**src/rtl/bjp_flush_ctrl_pkg.sv**
```systemverilog
// Shared types and widths for the branch/jump flush controller.
//   PC_SIZE / XLEN     : datapath widths
//   flush_st_e         : FSM state encoding (1 bit)
//   pc_misaligned()    : redirect target alignment check
package bjp_flush_ctrl_pkg;

  localparam int PC_SIZE        = 32;
  localparam int XLEN           = 32;
  localparam int FLUSH_ST_WIDTH = 1;

  typedef enum logic [FLUSH_ST_WIDTH-1:0] {
    FLUSH_ST_IDLE = 1'b0,
    FLUSH_ST_PEND = 1'b1
  } flush_st_e;

  // Only halfword alignment is required, so only bit 0 matters.
  function automatic logic pc_misaligned(input logic [PC_SIZE-1:0] pc);
    return pc[0];
  endfunction

endpackage

```
**src/rtl/bjp_flush_ctrl_if.sv**
```systemverilog
// Commit-result and IFU-redirect handshake bundle.
//   cmt_*   : commit result from EXU/ALU (valid/ready)
//   flush_* : PC redirect to IFU (valid/ready)
// Modports: master = EXU/IFU side, slave = flush controller.
interface bjp_flush_ctrl_if;
  import bjp_flush_ctrl_pkg::*;

  logic               cmt_i_valid;
  logic               cmt_o_ready;
  logic               cmt_i_bjp;
  logic               cmt_i_mret;
  logic               cmt_i_dret;
  logic               cmt_i_needflush;
  logic [PC_SIZE-1:0] cmt_i_flush_pc;
  logic               flush_o_valid;
  logic               flush_i_ready;
  logic [PC_SIZE-1:0] flush_o_pc;

  modport master (
    output cmt_i_valid, cmt_i_bjp, cmt_i_mret, cmt_i_dret, cmt_i_needflush,
           cmt_i_flush_pc, flush_i_ready,
    input  cmt_o_ready, flush_o_valid, flush_o_pc
  );

  modport slave (
    input  cmt_i_valid, cmt_i_bjp, cmt_i_mret, cmt_i_dret, cmt_i_needflush,
           cmt_i_flush_pc, flush_i_ready,
    output cmt_o_ready, flush_o_valid, flush_o_pc
  );

endinterface

```
**src/rtl/bjp_flush_ctrl_flush_pc_buf.sv**
```systemverilog
// Single-entry holding register for the redirect PC.
//   clk      : core clock
//   i_clear  : synchronous clear (drops entry, zeroes data)
//   i_load   : capture i_data, entry becomes valid
//   i_accept : consumer takes the entry this cycle
//   i_data   : PC to hold
//   o_valid  : entry valid
//   o_data   : held PC, stable while o_valid
module bjp_flush_ctrl_flush_pc_buf
  import bjp_flush_ctrl_pkg::*;
(
  input  logic               clk,
  input  logic               i_clear,
  input  logic               i_load,
  input  logic               i_accept,
  input  logic [PC_SIZE-1:0] i_data,
  output logic               o_valid,
  output logic [PC_SIZE-1:0] o_data
);

  logic               r_valid;
  logic [PC_SIZE-1:0] r_data;

  always_ff @(posedge clk) begin
    if (i_clear) begin
      r_valid <= 1'b0;
      r_data  <= '0;
    end else if (i_load) begin
      r_valid <= 1'b1;
      r_data  <= i_data;
    end else if (r_valid && i_accept) begin
      r_valid <= 1'b0;
    end
  end

  assign o_valid = r_valid;
  assign o_data  = r_data;

endmodule

```
**src/rtl/bjp_flush_ctrl.sv**
```systemverilog
// Commit-side flush controller: accepts branch/jump/xRET commit results,
// issues a PC redirect to the IFU and stalls commits until it is taken.
//   clk, rst          : core clock, synchronous active-high reset
//   bus (slave)       : commit handshake in, IFU redirect handshake out
//   flush_o_pend      : redirect outstanding
//   csr_o_mret_ena    : 1-cycle pulse, MRET committed
//   csr_o_dret_ena    : 1-cycle pulse, DRET committed (MRET wins if both)
//   excp_o_misalign   : 1-cycle pulse, odd redirect target, no redirect
//   excp_o_badaddr    : offending target, valid with excp_o_misalign
// Optional build macro MCU_BJP_PERF_CNT_EN adds perf_o_bjp_cnt and
// perf_o_flush_cnt event counters.
//
// state         | meaning
// FLUSH_ST_IDLE | ready for a commit, no redirect outstanding
// FLUSH_ST_PEND | redirect presented to IFU, commits stalled
module bjp_flush_ctrl
  import bjp_flush_ctrl_pkg::*;
(
  input  logic               clk,
  input  logic               rst,
  bjp_flush_ctrl_if.slave    bus,
  output logic               flush_o_pend,
  output logic               csr_o_mret_ena,
  output logic               csr_o_dret_ena,
  output logic               excp_o_misalign,
  output logic [PC_SIZE-1:0] excp_o_badaddr
`ifdef MCU_BJP_PERF_CNT_EN
  ,
  output logic [XLEN-1:0]    perf_o_bjp_cnt,
  output logic [XLEN-1:0]    perf_o_flush_cnt
`endif
);

  flush_st_e          r_state;
  logic               r_mret_ena;
  logic               r_dret_ena;
  logic               r_misalign;
  logic [PC_SIZE-1:0] r_badaddr;

  logic w_acc;
  logic w_bad_pc;
  logic w_load;
  logic w_flush_hs;

  // Ready depends on state only, so a redirect handshake and a new commit
  // can never land in the same cycle.
  assign bus.cmt_o_ready = (r_state == FLUSH_ST_IDLE);
  assign w_acc      = bus.cmt_i_valid & bus.cmt_o_ready;
  assign w_bad_pc   = pc_misaligned(bus.cmt_i_flush_pc);
  assign w_load     = w_acc & bus.cmt_i_needflush & ~w_bad_pc;
  assign w_flush_hs = (r_state == FLUSH_ST_PEND) & bus.flush_i_ready;

  always_ff @(posedge clk) begin
    if (rst) begin
      r_state    <= FLUSH_ST_IDLE;
      r_mret_ena <= 1'b0;
      r_dret_ena <= 1'b0;
      r_misalign <= 1'b0;
      r_badaddr  <= '0;
    end else begin
      case (r_state)
        FLUSH_ST_IDLE: if (w_load)     r_state <= FLUSH_ST_PEND;
        FLUSH_ST_PEND: if (w_flush_hs) r_state <= FLUSH_ST_IDLE;
        default:                       r_state <= FLUSH_ST_IDLE;
      endcase
      r_mret_ena <= w_acc & bus.cmt_i_mret;
      r_dret_ena <= w_acc & bus.cmt_i_dret & ~bus.cmt_i_mret;
      r_misalign <= w_acc & bus.cmt_i_needflush & w_bad_pc;
      if (w_acc && bus.cmt_i_needflush && w_bad_pc)
        r_badaddr <= bus.cmt_i_flush_pc;
    end
  end

  bjp_flush_ctrl_flush_pc_buf u_pc_buf (
    .clk      (clk),
    .i_clear  (rst),
    .i_load   (w_load),
    .i_accept (bus.flush_i_ready),
    .i_data   (bus.cmt_i_flush_pc),
    .o_valid  (bus.flush_o_valid),
    .o_data   (bus.flush_o_pc)
  );

  assign flush_o_pend    = (r_state == FLUSH_ST_PEND);
  assign csr_o_mret_ena  = r_mret_ena;
  assign csr_o_dret_ena  = r_dret_ena;
  assign excp_o_misalign = r_misalign;
  assign excp_o_badaddr  = r_badaddr;

`ifdef MCU_BJP_PERF_CNT_EN
  logic [XLEN-1:0] r_bjp_cnt;
  logic [XLEN-1:0] r_flush_cnt;

  always_ff @(posedge clk) begin
    if (rst) begin
      r_bjp_cnt   <= '0;
      r_flush_cnt <= '0;
    end else begin
      if (w_acc && bus.cmt_i_bjp) r_bjp_cnt   <= r_bjp_cnt + 1'b1;
      if (w_flush_hs)             r_flush_cnt <= r_flush_cnt + 1'b1;
    end
  end

  assign perf_o_bjp_cnt   = r_bjp_cnt;
  assign perf_o_flush_cnt = r_flush_cnt;
`endif

endmodule

```
**src/flat_wrapper.sv**
```systemverilog
// flat-port wrapper written by rule: the top's interface ports become plain ports
module bjp_flush_ctrl_flat import bjp_flush_ctrl_pkg::*;
  (clk, rst, flush_o_pend, csr_o_mret_ena, csr_o_dret_ena, excp_o_misalign, excp_o_badaddr, bus_cmt_i_valid, bus_cmt_i_bjp, bus_cmt_i_mret, bus_cmt_i_dret, bus_cmt_i_needflush, bus_cmt_i_flush_pc, bus_flush_i_ready, bus_cmt_o_ready, bus_flush_o_valid, bus_flush_o_pc);
  bjp_flush_ctrl_if bus_i ();
  input  logic clk;
  input  logic rst;
  output logic flush_o_pend;
  output logic csr_o_mret_ena;
  output logic csr_o_dret_ena;
  output logic excp_o_misalign;
  output logic [PC_SIZE-1:0] excp_o_badaddr;
  input wire logic [$bits(bus_i.cmt_i_valid)-1:0] bus_cmt_i_valid;
  input wire logic [$bits(bus_i.cmt_i_bjp)-1:0] bus_cmt_i_bjp;
  input wire logic [$bits(bus_i.cmt_i_mret)-1:0] bus_cmt_i_mret;
  input wire logic [$bits(bus_i.cmt_i_dret)-1:0] bus_cmt_i_dret;
  input wire logic [$bits(bus_i.cmt_i_needflush)-1:0] bus_cmt_i_needflush;
  input wire logic [$bits(bus_i.cmt_i_flush_pc)-1:0] bus_cmt_i_flush_pc;
  input wire logic [$bits(bus_i.flush_i_ready)-1:0] bus_flush_i_ready;
  output wire logic [$bits(bus_i.cmt_o_ready)-1:0] bus_cmt_o_ready;
  output wire logic [$bits(bus_i.flush_o_valid)-1:0] bus_flush_o_valid;
  output wire logic [$bits(bus_i.flush_o_pc)-1:0] bus_flush_o_pc;
  assign bus_i.cmt_i_valid = bus_cmt_i_valid;
  assign bus_i.cmt_i_bjp = bus_cmt_i_bjp;
  assign bus_i.cmt_i_mret = bus_cmt_i_mret;
  assign bus_i.cmt_i_dret = bus_cmt_i_dret;
  assign bus_i.cmt_i_needflush = bus_cmt_i_needflush;
  assign bus_i.cmt_i_flush_pc = bus_cmt_i_flush_pc;
  assign bus_i.flush_i_ready = bus_flush_i_ready;
  assign bus_cmt_o_ready = bus_i.cmt_o_ready;
  assign bus_flush_o_valid = bus_i.flush_o_valid;
  assign bus_flush_o_pc = bus_i.flush_o_pc;
  bjp_flush_ctrl u_core (.clk(clk), .rst(rst), .bus(bus_i), .flush_o_pend(flush_o_pend), .csr_o_mret_ena(csr_o_mret_ena), .csr_o_dret_ena(csr_o_dret_ena), .excp_o_misalign(excp_o_misalign), .excp_o_badaddr(excp_o_badaddr));
endmodule
```
**config.mk**
```make
export PLATFORM = sky130hd
export DESIGN_NAME = bjp_flush_ctrl_flat
export DESIGN_NICKNAME = d
export VERILOG_FILES = /design/src/rtl/bjp_flush_ctrl_pkg.sv /design/src/rtl/bjp_flush_ctrl_if.sv /design/src/rtl/bjp_flush_ctrl_flush_pc_buf.sv /design/src/rtl/bjp_flush_ctrl.sv /design/src/flat_wrapper.sv
export SDC_FILE = /design/constraint.sdc
export NUM_CORES = 1
export LEC_CHECK = 0
export CORE_AREA = 8 8 64 121
export DETAILED_ROUTE_END_ITERATION = 16
export DIE_AREA = 0 0 72 129
export PLACE_DENSITY = 0.9
export SETUP_SLACK_MARGIN = 0.4
export SLEW_MARGIN = 20
export SYNTH_ARGS = -nofsm -noshare
export SYNTH_HDL_FRONTEND = slang
export SYNTH_SLANG_ARGS = --single-unit
```
**constraint.sdc**
```tcl
create_clock -name clk -period 2.65 [get_ports clk]
set_input_delay 0.3975 -clock clk [delete_from_list [all_inputs] [get_ports clk]]
set_output_delay 0.3975 -clock clk [all_outputs]
set_load 0.02 [all_outputs]
```
==> results.cfg, run 1 <==
[power]
p_int_mw = 1.984
power.switching_mw = 0.5447
combPwrFrac = 0.122
seq_power_share = 0.433
p_leak_nw = 1.697
switching_share = 0.2154
ir_drop_v = 0.0004198
power.density_mw_per_mm2 = 596.8
clock_power_share = 0.445

[placement]
io_buffers = 108
gp_congestion = 0.7075
place_hpwl_mm = 5.307
preCtsSetupSlack_ps = 533.8

[critical_path]
cp_cell_sequence = clkdlybuf4s50_1
cp_num_cells = 1
critPathBufInv = 1
crit_start = u_core.flush_o_pend$_SDFF_PP0_
path_max_fanout = 8
path_delay_family = buffers and inverters
critPathKind = reg2out
required_ps = 2250
worst_setup_path_start_kind = flop
crit_path_end_kind = output pin
reg2reg_depth = 3
cp-endpoint = flush_o_pend
r2r_start = u_core.flush_o_pend$_SDFF_PP0_
cp_data_arrival_time_ps = 1440
crit_slowest_cell = clkdlybuf4s50_1
reg2reg_slack_ps = 1030
slowest_delay_ps = 660
r2r_end = u_core.u_pc_buf.o_data[18]$_SDFFE_PP0P_

[yosys]
synth.area.mux_share = 0.2191
avgSynthCellArea_um2 = 10.94
yosys.area_share.simple = 0.2381
synth_top_family_by_area = simple AND/OR/NAND/NOR gates
synthesis.instances = 259
yosysTopAreaCell = dfxtp_1
synth_nets = 299
synthFlopType = dfxtp_1
synth-compound-area-share = 0.005300
synthTopCellsByArea = dfxtp_1 (49%), mux2i_1 (22%), nand2b_1 (21%)
synth_fa_ha_area_frac = 0
synth_seq_area_share = 0.4876
synth_cell_types = 18
synth_common_cells = nand2b_1 (94), dfxtp_1 (69), mux2i_1 (62), clkbuf_1 (8), buf_6 (5)
ys_ff_latch = 69
syn-cell-area_mm2 = 0.002833
synth.yosys.warnings = 0
async_flop_share = 0
synth-xor-area-share = 0
synth_edf_count = 0
synth_top_area_share = 0.4876
yosys.cell_count.top_type = nand2b_1

[sta]
finalHoldViolations = 0
grt_setup_unrepaired = no
tns_ps = 0
fmax_ghz = 0.5445
finClkSkew_ps = 2.551
final-setup-viol-count = 0
worstMarginPinSlew_ps = 678.1
finalWorstSetupSlack_ps = 813.5
post-route-period-util = 0.6930
slew_headroom = 0.5479
drv_slew = 0
finalWorstPathRequiredPeriod_ps = 1836

[floorplan]
start_util = 0.4564
fp.coreArea_mm2 = 0.006207
ioPinCount = 110
die_h_um = 129
die_w_um = 72
fp-row-count = 41
die-area_mm2 = 0.009288

[clock_network]
clock_path_buffers = 2
cts-resized-gates = 0
post_cts_buffers = 0
cts-htree-levels = 3
tritoncts.num_buffers = 9
clock_sinks = 69
ctsRootBufferMaster = clkbuf_16
cts_hold_buf = 0
clk_pin_slew_worst_paths_ps = 50
clock_latency_ps = 320
cts_tree = yes

[grt]
grt_pass1_wl_mm = 11.61
grtUsageTotal = 0.1596
grt-ovfl-total = 0
grt_pass1_vias = 2409
antenna_found_initial = 0
grt_max_degree = 100

[cells_and_area]
area_growth_pct = 49.56
multi_input_area_mm2 = 0.001310
antennaDiodeCount = 0
nets = 404
drive_above_1_share = 0.05420
seq_area_mm2 = 0.001381
fillers = 483

[route]
vias_per_cell = 4.732
wl_per_cell_um = 15.51
wl_met2_mm = 3.390
routed_wl_mm = 7.057
remaining_drc_errors = 0
vias = 2153
wl_met3_um = 669
drt-met1-wl_mm = 2.885
drt-pass1-iter-count = 4
drtAntennaViolNets = 0
highest_layer = met4
drt_iter0_markers = 131

[run]
maxCapViolations = 0

[worst_hold_path]
hold_class = reg2reg

[outcome]
outcome = finished, final reports clean
routing by layer:
| layer | GRT usage | vias up |
|---|---|---|
| met3 | 0.08496 | 9 |
| met4 | 0.06667 | 0 |
| met5 | 0 | - |
| li1 | - | 1058 |
| met2 | 0.2576 | 85 |
| met1 | 0.1682 | 1001 |
power groups by stage:
stage          registers, mW  logic, mW  clock network [mW]
6_report                1.10      0.309                1.12
5_1_grt                 1.10      0.331                1.20
4_1_cts                 1.09      0.314                1.16
3_5_place_dp            1.12      0.312                   0
3_3_place_gp            1.11      0.302                   0
2_1_floorplan           1.16      0.117                   0
area by class of cell:
class	count	share of cell area
Clock buffer	16	0.06881
Multi-Input combinational cell	169	0.3092
Inverter	2	0.001772
Sequential cell	69	0.3260
Tap cell	86	0.02540
Timing Repair Buffer	113	0.2688
cell families after synthesis:
| kind of cell | after synthesis |
|---|---|
| buffers and inverters | 21 |
| multiplexers | 62 |
| AND/OR/NAND/NOR | 104 |
| flip-flops | 69 |
| AO/OA/AOI/OAI | 3 |
worst min path at each step:
stage / from / cells after the start / slack [ps] / endpoint
floorplan: u_core.excp_o_badaddr[0]$_SDFFE_PP0P_ / 2 / 520 / u_core.excp_o_badaddr[0]$_SDFFE_PP0P_
global placement: u_core.excp_o_badaddr[0]$_SDFFE_PP0P_ / 2 / 430 / u_core.excp_o_badaddr[0]$_SDFFE_PP0P_
detailed placement: u_core.excp_o_badaddr[0]$_SDFFE_PP0P_ / 2 / 460 / u_core.excp_o_badaddr[0]$_SDFFE_PP0P_
CTS: u_core.excp_o_badaddr[0]$_SDFFE_PP0P_ / 2 / 460 / u_core.excp_o_badaddr[0]$_SDFFE_PP0P_
global route: u_core.excp_o_badaddr[0]$_SDFFE_PP0P_ / 2 / 490 / u_core.excp_o_badaddr[0]$_SDFFE_PP0P_
finish: u_core.excp_o_badaddr[0]$_SDFFE_PP0P_ / 2 / 460 / u_core.excp_o_badaddr[0]$_SDFFE_PP0P_
state kept, by name, indices dropped and copies added, names as in the netlist:
name and flops:
u_core.flush_o_pend 1, u_core.u_pc_buf.o_data 32, u_core.u_pc_buf.o_valid 1, u_core.csr_o_dret_ena 1, u_core.excp_o_badaddr 32, u_core.csr_o_mret_ena 1, u_core.excp_o_misalign 1
placed cells by master, fill, tap and decap left out, drive strengths merged, types with 2 or more instances in the layout:
cell type	instances
and4b	2
buf	6
nand2b	94
nor2	2
a21oi	3
dfxtp	69
mux2i	62
inv	2
clkbuf	16
clkdlybuf4s50	107
metrics by stage:
stage | instances | area, µm² | utilization | power, mW | hold slack [ps]
detailed placement | 439 | 3945 | 0.6356 | 1.428 | 455.9
CTS | 455 | 4237 | 0.6825 | 2.564 | 463.8
floorplan | 259 | 2833 | - | 1.276 | 522.2
global placement | 439 | 3945 | 0.6356 | 1.416 | 434.3
global route | 455 | 4237 | 0.6825 | 2.626 | 488.8
finish | 455 | 4237 | 0.6825 | 2.528 | 458.9
No activity file was read; power rests on OpenSTA's default activity.
==> run 2: changes to the inputs <==
--- a/config.mk
+++ b/config.mk
@@ -5,10 +5,10 @@
 export SDC_FILE = /design/constraint.sdc
 export NUM_CORES = 1
 export LEC_CHECK = 0
-export CORE_AREA = 8 8 64 121
+export CORE_AREA = 8 8 70 132
 export DETAILED_ROUTE_END_ITERATION = 16
-export DIE_AREA = 0 0 72 129
-export PLACE_DENSITY = 0.9
+export DIE_AREA = 0 0 78 140
+export PLACE_DENSITY = 0.79
 export SETUP_SLACK_MARGIN = 0.4
 export SLEW_MARGIN = 20
 export SYNTH_ARGS = -nofsm -noshare
==> constraint.sdc (replaced) <==
create_clock -name clk -period 1.5 [get_ports clk]
set_input_delay 0.225 -clock clk [delete_from_list [all_inputs] [get_ports clk]]
set_output_delay 0.225 -clock clk [all_outputs]
set_load 0.02 [all_outputs]
==> results.cfg, run 2 (synthesis results as in run 1) <==
[outcome]
outcome = finished, final reports clean

[clock_network]
clock_path_buffers = 2
clock_latency_ps = 320
cts-htree-levels = 3
tritoncts.num_buffers = 9
cts_tree = yes
clock_sinks = 69
clk_pin_slew_worst_paths_ps = 60
ctsRootBufferMaster = clkbuf_16

[sta]
slew_headroom = 0.8010
fmax_ghz = 0.8630
final-setup-viol-count = 0
finalWorstPathRequiredPeriod_ps = 1159
drv_slew = 0
worstMarginPinSlew_ps = 298.5
hold_ws_ps = 374.3
finClkSkew_ps = 4.690
post-route-period-util = 0.7725
finalHoldViolations = 0
grt_setup_unrepaired = yes

[critical_path]
r2r_start = u_core.flush_o_pend$_SDFF_PP0_
r2r_end = u_core.u_pc_buf.o_data[31]$_SDFFE_PP0P_
cp_num_cells = 3
cp_data_arrival_time_ps = 1410
crit_slowest_cell = dfxtp_4
crit_path_end_kind = flop
crit_start = u_core.flush_o_pend$_SDFF_PP0_
worst_setup_path_start_kind = flop
reg2reg_slack_ps = 340
path_delay_family = flip-flops
critPathBufInv = 1
reg2reg_depth = 3
critPathKind = reg2reg
required_ps = 1750
cp_cell_sequence = and4bb_1 > buf_12 > mux2i_2
slowest_delay_ps = 370
path_max_fanout = 15

[grt]
grt_pass1_vias = 2216
antenna_found_initial = 0
grtUsageTotal = 0.1337
grt_pass1_wl_mm = 11.62
grt_max_degree = 100
grt-ovfl-total = 0

[route]
remaining_drc_errors = 0
vias = 2132
routed_wl_mm = 7.162
drtAntennaViolNets = 0
drt-pass1-iter-count = 4
wl_per_cell_um = 15.44
drt_iter0_markers = 55
vias_per_cell = 4.595

[cells_and_area]
drive_above_1_share = 0.2622
antennaDiodeCount = 0
utilization = 0.5290
nets = 405
final_cell_mix = nand2b_1 (94), dfxtp_1 (67), mux2i_1 (61)
mostFrequentLayoutCell = nand2b_1
area_growth_pct = 40.90

[floorplan]
die_h_um = 140
fp-row-count = 45
start_util = 0.3755
ioPinCount = 110
die-area_mm2 = 0.01092
die_w_um = 78
fp.coreArea_mm2 = 0.007545

[placement]
io_buffers = 108
gp_congestion = 0.6971
place_hpwl_mm = 5.229

[power]
power.switching_mw = 1.013
power.density_mw_per_mm2 = 1125
seq_power_share = 0.430
clock_power_share = 0.458
p_leak_nw = 1.864
ir_drop_v = 0.0007194
combPwrFrac = 0.112
p_int_mw = 3.478
switching_share = 0.2257

[worst_hold_path]
hold_class = in2reg
hold_depth = 3
holdPathEnd = u_core.excp_o_misalign$_SDFF_PP0_
min_from = rst

[run]
maxCapViolations = 0
run 2: cell count changes in the layout (fill, tap and decap cells not counted), sizes merged:
cell / delta
buf: +71
bufinv: +1
clkbuf: -5
clkdlybuf4s50: -71
clkinv: +4
dlygate4sd2: +1
run 2: metal layers:
metal / vias up / wire [µm] / global-route usage
met2: 61 / 3960 / 0.2337
li1: 1056 / - / -
met4: 0 / 161 / 0.07080
met5: - / 0 / 0
met1: 1005 / 2626 / 0.1307
met3: 10 / 414 / 0.05192
run 2: how the worst max path moves through the flow:
stage	end	slack (ps)
2_1_floorplan	u_core.excp_o_badaddr[21]$_SDFFE_PP0P_	360
4_1_cts	u_core.excp_o_badaddr[14]$_SDFFE_PP0P_	350
6_report	u_core.u_pc_buf.o_data[31]$_SDFFE_PP0P_	340
3_5_place_dp	u_core.excp_o_badaddr[17]$_SDFFE_PP0P_	-40
5_1_grt	u_core.excp_o_badaddr[23]$_SDFFE_PP0P_	290
3_3_place_gp	u_core.excp_o_badaddr[24]$_SDFFE_PP0P_	10
run 2: power by group through the flow:
stage,logic [mW],clock network (mW),registers [mW]
after floorplan,0.210,0,2.05
after CTS,0.503,2.12,1.93
after detailed placement,0.561,0,1.97
after global routing,0.541,2.20,1.94
final,0.504,2.06,1.93
after global placement,0.553,0,1.97
run 2: layout make-up:
type,instances,area [µm²]
clock buffers,11,242.7
fillers,766,3553
well taps,94,117.6
flip-flops and latches,69,1386
multi-input cells,169,1314
inverters,2,7.507
repair buffers,114,873.3
clock inverters,5,50.05
run 2: what timing repair did:
action	in CTS	in global routing
setup endpoints to repair	126	66
gates resized for setup	282	19
endpoints found under the hold margin	0	0
buffers inserted	0	1
hold buffers	0	0
pin swaps	2	0
run 2: through the flow:
stage          setup TNS, ps  power, mW  setup WS (ps)  instances  instance area [µm²]
2_1_floorplan              0      2.255          360.9        259                 2846
3_3_place_gp               0      2.521          10.52        447                 3996
3_5_place_dp          -861.6      2.532         -44.26        447                 3996
4_1_cts                    0      4.554          345.7        463                 3940
5_1_grt                    0      4.677          288.8        464                 3991
6_report                   0      4.491          341.3        464                 3991
run 2: tightest hold or removal path: cells and delay by family:
family	cells	cell delay, ps
buf+inv	2	300
simple gates	1	120
